File: config.mk
export PLATFORM = sky130hd
export DESIGN_NAME = prog_counter_irq
export DESIGN_NICKNAME = d
export VERILOG_FILES = /design/src/rtl/prog_counter_irq.sv
export SDC_FILE = /design/constraint.sdc
export NUM_CORES = 1
export LEC_CHECK = 0
export CAP_MARGIN = 10
export CORE_MARGIN = 2
export CORE_UTILIZATION = 53
export DETAILED_ROUTE_END_ITERATION = 12
export MAX_ROUTING_LAYER = met4
export PLACE_DENSITY = 0.8
export SLEW_MARGIN = 5
export SYNTH_ARGS = -nofsm -noshare
export SYNTH_HDL_FRONTEND = slang
export SYNTH_SLANG_ARGS = --single-unit
File: constraint.sdc
create_clock -name clk -period 3.3 [get_ports clk]
set_input_delay 0.495 -clock clk [delete_from_list [all_inputs] [get_ports clk]]
set_output_delay 0.495 -clock clk [all_outputs]
set_load 0.01 [all_outputs]
File: src/rtl/prog_counter_irq.sv
// Programmable run counter with start/done interrupts and periodic auto-reload.
// Every output comes straight from a flop; the next value of each flop is built in one combinational block.
module prog_counter_irq #(
    parameter int WIDTH        = 16,
    parameter int DEFAULT_STOP = 10
) (
    input  logic             clk,
    input  logic             rst_n,
    input  logic             start,
    input  logic [WIDTH-1:0] stop_val,
    input  logic             auto_reload,
    input  logic             ack,
    input  logic             abort,
    output logic [WIDTH-1:0] count,
    output logic             busy,
    output logic             irqStart,
    output logic             irqDone,
    output logic             overrun
);

    typedef enum logic [1:0] {
        IDLE = 2'd0,
        RUN  = 2'd1,
        DONE = 2'd2
    } state_t;

    localparam logic [WIDTH-1:0] DEF_STOP = WIDTH'(DEFAULT_STOP);
    localparam logic [WIDTH-1:0] ONE      = {{(WIDTH-1){1'b0}}, 1'b1};
    localparam logic [WIDTH-1:0] ZERO     = {WIDTH{1'b0}};

    state_t           state_r, state_s;
    logic [WIDTH-1:0] count_r, count_s;
    logic [WIDTH-1:0] stop_r, stop_s;
    logic             mode_r, mode_s;
    logic             busy_r, busy_s;
    logic             irq_start_r, irq_start_s;
    logic             irq_done_r, irq_done_s;
    logic             overrun_r, overrun_s;
    logic             tc_s;
    logic             irq_done_base_s;
    logic             overrun_base_s;

    // Next-state and next-output logic; abort outranks terminal count, which outranks ack.
    always_comb begin
        state_s         = state_r;
        count_s         = count_r;
        stop_s          = stop_r;
        mode_s          = mode_r;
        irq_start_s     = 1'b0;
        irq_done_base_s = ack ? 1'b0 : irq_done_r;
        overrun_base_s  = ack ? 1'b0 : overrun_r;
        irq_done_s      = irq_done_base_s;
        overrun_s       = overrun_base_s;
        tc_s            = (state_r == RUN) && (count_r == (stop_r - ONE));

        case (state_r)
            IDLE: begin
                if (start) begin
                    state_s     = RUN;
                    count_s     = ZERO;
                    stop_s      = (stop_val == ZERO) ? DEF_STOP : stop_val;
                    mode_s      = auto_reload;
                    irq_start_s = 1'b1;
                end else begin
                    state_s = IDLE;
                end
            end
            RUN: begin
                if (abort) begin
                    state_s    = IDLE;
                    count_s    = ZERO;
                    irq_done_s = 1'b0;
                    overrun_s  = 1'b0;
                end else if (tc_s) begin
                    irq_done_s = 1'b1;
                    if (mode_r) begin
                        count_s   = ZERO;
                        // an event still pending that is not being acknowledged right now is lost
                        overrun_s = (irq_done_r && !ack) ? 1'b1 : overrun_base_s;
                    end else begin
                        state_s = DONE;
                    end
                end else begin
                    count_s = count_r + ONE;
                end
            end
            DONE: begin
                if (abort) begin
                    state_s    = IDLE;
                    count_s    = ZERO;
                    irq_done_s = 1'b0;
                    overrun_s  = 1'b0;
                end else if (ack) begin
                    state_s = IDLE;
                end else begin
                    state_s = DONE;
                end
            end
            default: begin
                state_s    = IDLE;
                count_s    = ZERO;
                irq_done_s = 1'b0;
                overrun_s  = 1'b0;
            end
        endcase

        busy_s = (state_s != IDLE);
    end

    // State and output registers with synchronous active-low reset.
    always_ff @(posedge clk) begin
        if (!rst_n) begin
            state_r     <= IDLE;
            count_r     <= ZERO;
            stop_r      <= DEF_STOP;
            mode_r      <= 1'b0;
            busy_r      <= 1'b0;
            irq_start_r <= 1'b0;
            irq_done_r  <= 1'b0;
            overrun_r   <= 1'b0;
        end else begin
            state_r     <= state_s;
            count_r     <= count_s;
            stop_r      <= stop_s;
            mode_r      <= mode_s;
            busy_r      <= busy_s;
            irq_start_r <= irq_start_s;
            irq_done_r  <= irq_done_s;
            overrun_r   <= overrun_s;
        end
    end

    assign count    = count_r;
    assign busy     = busy_r;
    assign irqStart = irq_start_r;
    assign irqDone  = irq_done_r;
    assign overrun  = overrun_r;

endmodule

==> results of run 1 <==
## state kept, by name, indices dropped and copies added (netlist names)
name / cells
busy: 1
stop_r: 16
state_r: 2
count: 16
irqDone: 1
overrun: 1
irqStart: 1
mode_r: 1
## worst reg2reg max path: stages (launching register included)
cell and delay [ps]:
dfxtp_1 350, inv_1 70, ha_1 180, or4b_4 480, or4_1 430, o32ai_2 170
o22ai_1 120, or4b_1 640, buf_4 240, nand4_1 100, o221ai_1 110
## Yosys cell counts (2+ instances only)
cell type and count:
nand2_1 53, dfxtp_1 39, inv_1 23, nor2_1 18, xnor2_1 18, a21boi_0 16
nand3_1 14, nor3_1 14, nor4_1 12, clkbuf_1 8, o21ai_0 7, o221ai_1 7
o211ai_1 6, o22ai_1 6, nand4_1 5, o21ai_1 5, xor2_1 5, buf_2 4
mux2i_1 4, nand2b_1 4, nor2b_1 4, a21oi_1 3, nand4b_1 3, or4_1 3
a31oi_1 2, and3_1 2, ha_1 2, nand3b_1 2, o2111ai_1 2, o211a_1 2
o31ai_1 2, or4b_1 2
## layout make-up
type | instances | area, µm²
clock buffers | 6 | 72.6
fillers | 384 | 1440
repair buffers | 47 | 455
inverters | 23 | 86.3
multi-input cells | 240 | 1490
flip-flops and latches | 39 | 781
well taps | 52 | 65.1
## cell families after synthesis
group	Yosys count
AOI/OAI and AO/OA	66
xor gates and xnor gates	23
adders and majority gates	2
buffers and inverters	36
DFF	39
muxes	4
and+or+nand+nor	145
## cell usage in the layout, fill, tap and decap left out, types with 2 or more instances in the layout
cell type / n
xnor2_1: 18
nor2b_1: 4
a21oi_1: 3
xor2_1: 5
or4b_1: 2
o221ai_1: 7
clkbuf_8: 5
buf_4: 6
nor3_1: 14
o31ai_1: 2
mux2i_1: 4
clkdlybuf4s50_1: 41
inv_1: 23
dfxtp_1: 39
nand3_1: 14
or4_1: 3
o21ai_0: 7
nand4b_1: 3
o211ai_1: 6
a31oi_1: 2
ha_1: 2
and3_1: 2
a21boi_0: 16
nand2b_1: 4
o211a_1: 2
o21ai_1: 5
nand3b_1: 2
nand4_1: 5
nor2_1: 18
o2111ai_1: 2
nand2_1: 53
nor4_1: 12
o22ai_1: 6
## worst paths after layout
path | cells past startpoint | endpoint | start
max | 10 | count[5] | stop_r[0]
min reg2reg | 2 | stop_r[15] | stop_r[15]
max reg2reg | 10 | count[5] | stop_r[0]
min | 2 | stop_r[15] | stop_r[15]
## stage by stage
| step | area, µm² | hold slack [ps] | power, W | setup WS, ps | std cells |
|---|---|---|---|---|---|
| finish | 2950 | 490 | 0.000963 | 289 | 407 |
| global route | 2950 | 525 | 0.00101 | 34.4 | 407 |
| CTS | 2950 | 494 | 0.000968 | 292 | 407 |
| detailed placement | 2880 | 484 | 0.000674 | 319 | 401 |
| global placement | 2880 | 480 | 0.000671 | 393 | 401 |
| floorplan | 2420 | 456 | 0.000615 | 380 | 315 |
## where the power goes
| group | switching, W | total (W) | internal, W |
|---|---|---|---|
| Sequential | 0.0000213 | 0.000507 | 0.000486 |
| Clock | 0.000157 | 0.000298 | 0.000141 |
| Combinational | 0.0000786 | 0.000158 | 0.0000792 |
| Total | 0.000257 | 0.000963 | 0.000706 |
## metal layers
metal	share of wire	track usage
met1	0.47	0.286
met3	0.031	0.0352
met4	0.0078	0.0860
met2	0.50	0.399
met5	0	-
==> run_results.csv, run 1 <==
group,metric,value,unit
clock_network,cts_tree,"built",
setup_path,crit_required,3460,ps
placed_design,io_buffer_count,41,
synthesis,ys_seq_elements,39,
setup_path,critPathArrivalTime,3170,ps
sta,tns,0,ps
synthesis,avgSynthCellArea,7.67,µm²
clock_network,numClockSinks,39,
sta,max_freq,332,MHz
synthesis,synth_compound_area_frac,0.199,
detailed_routing,routed_wl,5650,µm
setup_path,critPathTopFamily,"simple AND/OR/NAND/NOR gates",
sta,fin_crit_sh,0.912,
synthesis,synth_top_area_share,0.323,
sta,clock_skew,7.09,ps
global_routing,grt_antenna_before_repair,0,
clock_network,cts_buffers,5,
die,fp.dieArea,5120,µm²
sta,finalMaxSlewViolations,0,
detailed_routing,first_iter_violations,185,
global_routing,overflow,0,
setup_path,r2r_slack,290,ps
synthesis,synth_xor_area_frac,0.0833,
finish,area_growth,22.0,%
finish,diodes,0,
synthesis,muxShareOfSynthArea,0.0166,
finish,layout-drive-gt1-share,0.0423,
synthesis,synth_nets,339,
synthesis,synth.area.top_cells,"dfxtp_1, nand2_1, xnor2_1, a21boi_0, inv_1",
finish,fin_util,0.673,
die,die_h,71.5,µm
die,dieWidth,71.5,µm
setup_path,critPathBufInv,2,
detailed_routing,drc_errors,0,
die,row_count,24,
global_routing,grt_pass1_vias,2200,
setup_path,critPathMaxStageDelay,640,ps
synthesis,synth_edf_count,0,
setup_path,criticalPathCategory,"reg -> reg",
synthesis,ys.flop_type,"dfxtp_1",
pwr,p_leak,1.01,nW
detailed_routing,drtAntennaViolNets,0,
hold_path,hp-class,"reg -> reg",
die,start_util,0.551,
clock_network,h-tree-depth,2,
synthesis,yosysTopAreaCell,"dfxtp_1",
run,timing.max_cap.violations,0,
finish,nNetsFinal,380,
synthesis,synth_fa_ha_area_frac,0.0104,
clock_network,worstSkewPairLatency,290,ps
setup_path,cp-end-kind,"flop",
global_routing,grt_pass1_wl,9510,µm
global_routing,grt.total_usage,0.236,
setup_path,cp_cell_sequence,"inv_1 > ha_1 > or4b_4 > or4_1 > o32ai_2 > o22ai_1 > or4b_1 > buf_4 > nand4_1 > o221ai_1",
sta,fin_crit,3010,ps
run_status,outcome,"complete, no violations",
sta,timing.final.hold_violations,0,
detailed_routing,dr_total_vias,2360,
detailed_routing,wl_per_cell,13.9,µm
die,pin_count,42,
detailed_routing,drt_pass1_iterations,4,
setup_path,path_max_fanout,12,
setup_path,critPathSlowestCell,"or4b_1",
sta,setup_viol,0,
synthesis,async_reset_ff_frac,0,
synthesis,synth_top_family_by_area,"simple AND/OR/NAND/NOR gates",
die,core,4380,µm²
synthesis,synthSimpleGateAreaFrac,0.306,
sta,slew_headroom,0.634,
sta,rsz0062_at_grt,"false",
clock_network,post_cts_buffers,0,
synthesis,yosys_warnings,0,
setup_path,setup.worst_path.start_class,"flop",
pwr,max-vdd-ir-drop,0.000284,V
placed_design,dp_hpwl,4290,µm
clock_network,worst_setup_hold_path_clk_slew,70,ps
clock_network,cts_resized,0,
clock_network,ctsLongestPathBuffers,2,
synthesis,netlist_area,2420,µm²
synthesis,synth_cell_types,50,
synthesis,syn_inst,315,
placed_design,gp_congestion,0.897,
clock_network,hold_buffers,0,
sta,tightest_slew,543,ps
synthesis,ys_seq_area_frac,0.323,
pwr,cellPowerDensity,327,nW/µm²
clock_network,root_buffer,"clkbuf_8",
detailed_routing,vias_per_cell,5.80,
global_routing,grt_max_degree,24,
Note: power is estimated with default switching activity, not from simulation.
==> inputs of run 2 (changes only) <==
--- a/config.mk
+++ b/config.mk
@@ -7,10 +7,9 @@
 export LEC_CHECK = 0
 export CAP_MARGIN = 10
 export CORE_MARGIN = 2
-export CORE_UTILIZATION = 53
+export CORE_UTILIZATION = 25
 export DETAILED_ROUTE_END_ITERATION = 12
 export MAX_ROUTING_LAYER = met4
-export PLACE_DENSITY = 0.8
 export SLEW_MARGIN = 5
 export SYNTH_ARGS = -nofsm -noshare
 export SYNTH_HDL_FRONTEND = slang
==> run_results.csv, run 2 (synthesized netlist as in run 1, its figures left out) <==
group,metric,value,unit
global_routing,grt_max_degree,24,
die,fp.dieArea,10500,µm²
clock_network,ctsLongestPathBuffers,2,
finish,layout-drive-gt1-share,0.0635,
setup_path,cp_cell_sequence,"inv_1 > ha_1 > or4b_4 > or4_1 > o32ai_2 > o22ai_1 > or4b_4 > nand2_2 > o221ai_1",
finish,area_growth,29.3,%
pwr,cellPowerDensity,328,nW/µm²
setup_path,criticalPathCategory,"reg -> reg",
sta,fin_crit_sh,0.897,
placed_design,dp_hpwl,4870,µm
clock_network,h-tree-depth,2,
finish,layoutNonFillerInstCount,491,
die,core,9330,µm²
finish,layout_common_cells,"nand2_1, clkdlybuf4s50_1, dfxtp_1",
pwr,max-vdd-ir-drop,0.000200,V
sta,finalMaxSlewViolations,0,
sta,setup_viol,0,
detailed_routing,drt_pass1_iterations,4,
finish,nNetsFinal,385,
finish,diodes,0,
sta,rsz0062_at_grt,"false",
placed_design,io_buffer_count,41,
run,timing.max_cap.violations,0,
hold_path,hp-class,"reg -> reg",
pwr,p_leak,1.05,nW
die,row_count,35,
detailed_routing,first_iter_violations,114,
die,die_h,102,µm
clock_network,root_buffer,"clkbuf_8",
global_routing,grt_antenna_before_repair,0,
pwr,swShare,0.260,
global_routing,grt_pass1_vias,2272,
clock_network,cts_tree,"built",
detailed_routing,dr_total_vias,2366,
setup_path,setup.worst_path.start_class,"flop",
detailed_routing,drtAntennaViolNets,0,
sta,max_freq,338,MHz
pwr,pwr-share-comb,0.162,
setup_path,path_max_fanout,10,
global_routing,grt_pass1_wl,10700,µm
sta,tns,0,ps
pwr,p_int,0.000760,W
sta,tightest_slew,619,ps
setup_path,crit_required,3450,ps
global_routing,grt.total_usage,0.130,
detailed_routing,drc_errors,0,
placed_design,dpl.cell_count,483,
sta,timing.final.hold_violations,0,
clock_network,numClockSinks,39,
clock_network,worstSkewPairLatency,290,ps
setup_path,critPathSlowestCell,"or4b_4",
sta,fin_crit,2960,ps
run_status,outcome,"complete, no violations",
clock_network,worst_setup_hold_path_clk_slew,80,ps
pwr,p_clk_frac,0.346,
detailed_routing,routed_wl,6270,µm
finish,final_common_cell,"nand2_1",
detailed_routing,vias_per_cell,4.82,
sta,slew_headroom,0.583,
setup_path,critPathMaxStageDelay,640,ps
die,pin_count,42,
setup_path,critPathArrivalTime,3120,ps
die,start_util,0.259,
detailed_routing,wl_per_cell,12.8,µm
setup_path,cp_common_cell,"or4b_4",
die,dieWidth,102,µm
setup_path,cp-end-kind,"flop",
sta,clock_skew,5.10,ps
placed_design,gp_congestion,0.840,
pwr,switching_power,0.000267,W
pwr,p_seq_frac,0.492,
global_routing,overflow,0,
clock_network,cts_buffers,5,
-- run 2: metal layers --
layer,GRT usage,vias up,routed length (µm)
li1,-,1221,-
met5,-,-,0
met3,0.0315,2,256
met1,0.165,1115,3060
met2,0.215,28,2930
met4,0.0226,0,31
-- run 2: critical path: cells and delay by family (launching register included) --
kind                       cells  cell delay, ps
buffers and inverters          1              60
DFF                            1             340
adders and majority gates      1             210
AOI/OAI and AO/OA              3             460
and+or+nand+nor                4            1770
-- run 2: worst paths after layout --
kind               from         end  slack, ps  cells after the start
max           stop_r[1]   count[11]        340                      9
min          stop_r[15]  stop_r[15]        480                      2
max reg2reg   stop_r[1]   count[11]        340                      9
min reg2reg  stop_r[15]  stop_r[15]        480                      2
-- run 2: what timing repair did --
action	CTS	global route
resized for setup	0	1
hold buffers	0	0
setup buffers	0	0
endpoints found under the setup margin	0	5
-- run 2: final cells by class --
type / instances / area, µm²
fillers: 1008 / 6200
multi-input cells: 240 / 1490
flip-flops and latches: 39 / 781
repair buffers: 52 / 505
well taps: 129 / 161
clock buffers: 8 / 100
inverters: 23 / 86.3
-- run 2: power groups by stage --
stage / Combinational, W / Clock, W / Sequential (W)
after floorplan: 0.000104 / 0 / 0.000511
after global placement: 0.000163 / 0 / 0.000517
after detailed placement: 0.000165 / 0 / 0.000517
after CTS: 0.000166 / 0.000365 / 0.000506
after global routing: 0.000184 / 0.000386 / 0.000509
final: 0.000166 / 0.000355 / 0.000506
-- run 2: through the flow --
step	utilization	total power, W	area [µm²]	hold WS, ps	setup slack [ps]
after floorplan	-	0.000615	2420	456	380
final	0.335	0.00103	3130	480	339
after global routing	0.335	0.00108	3130	528	116
after detailed placement	0.324	0.000682	3020	474	196
after global placement	0.324	0.000680	3020	469	237
after CTS	0.335	0.00104	3120	484	160
==> inputs of run 3 (changes only) <==
--- a/config.mk
+++ b/config.mk
@@ -7,9 +7,10 @@
 export LEC_CHECK = 0
 export CAP_MARGIN = 10
 export CORE_MARGIN = 2
-export CORE_UTILIZATION = 25
+export CORE_UTILIZATION = 53
 export DETAILED_ROUTE_END_ITERATION = 12
 export MAX_ROUTING_LAYER = met4
+export PLACE_DENSITY = 0.8
 export SLEW_MARGIN = 5
 export SYNTH_ARGS = -nofsm -noshare
 export SYNTH_HDL_FRONTEND = slang
==> results of run 3 <==
Final layout, timing and power as in run 1 (identical DEF).
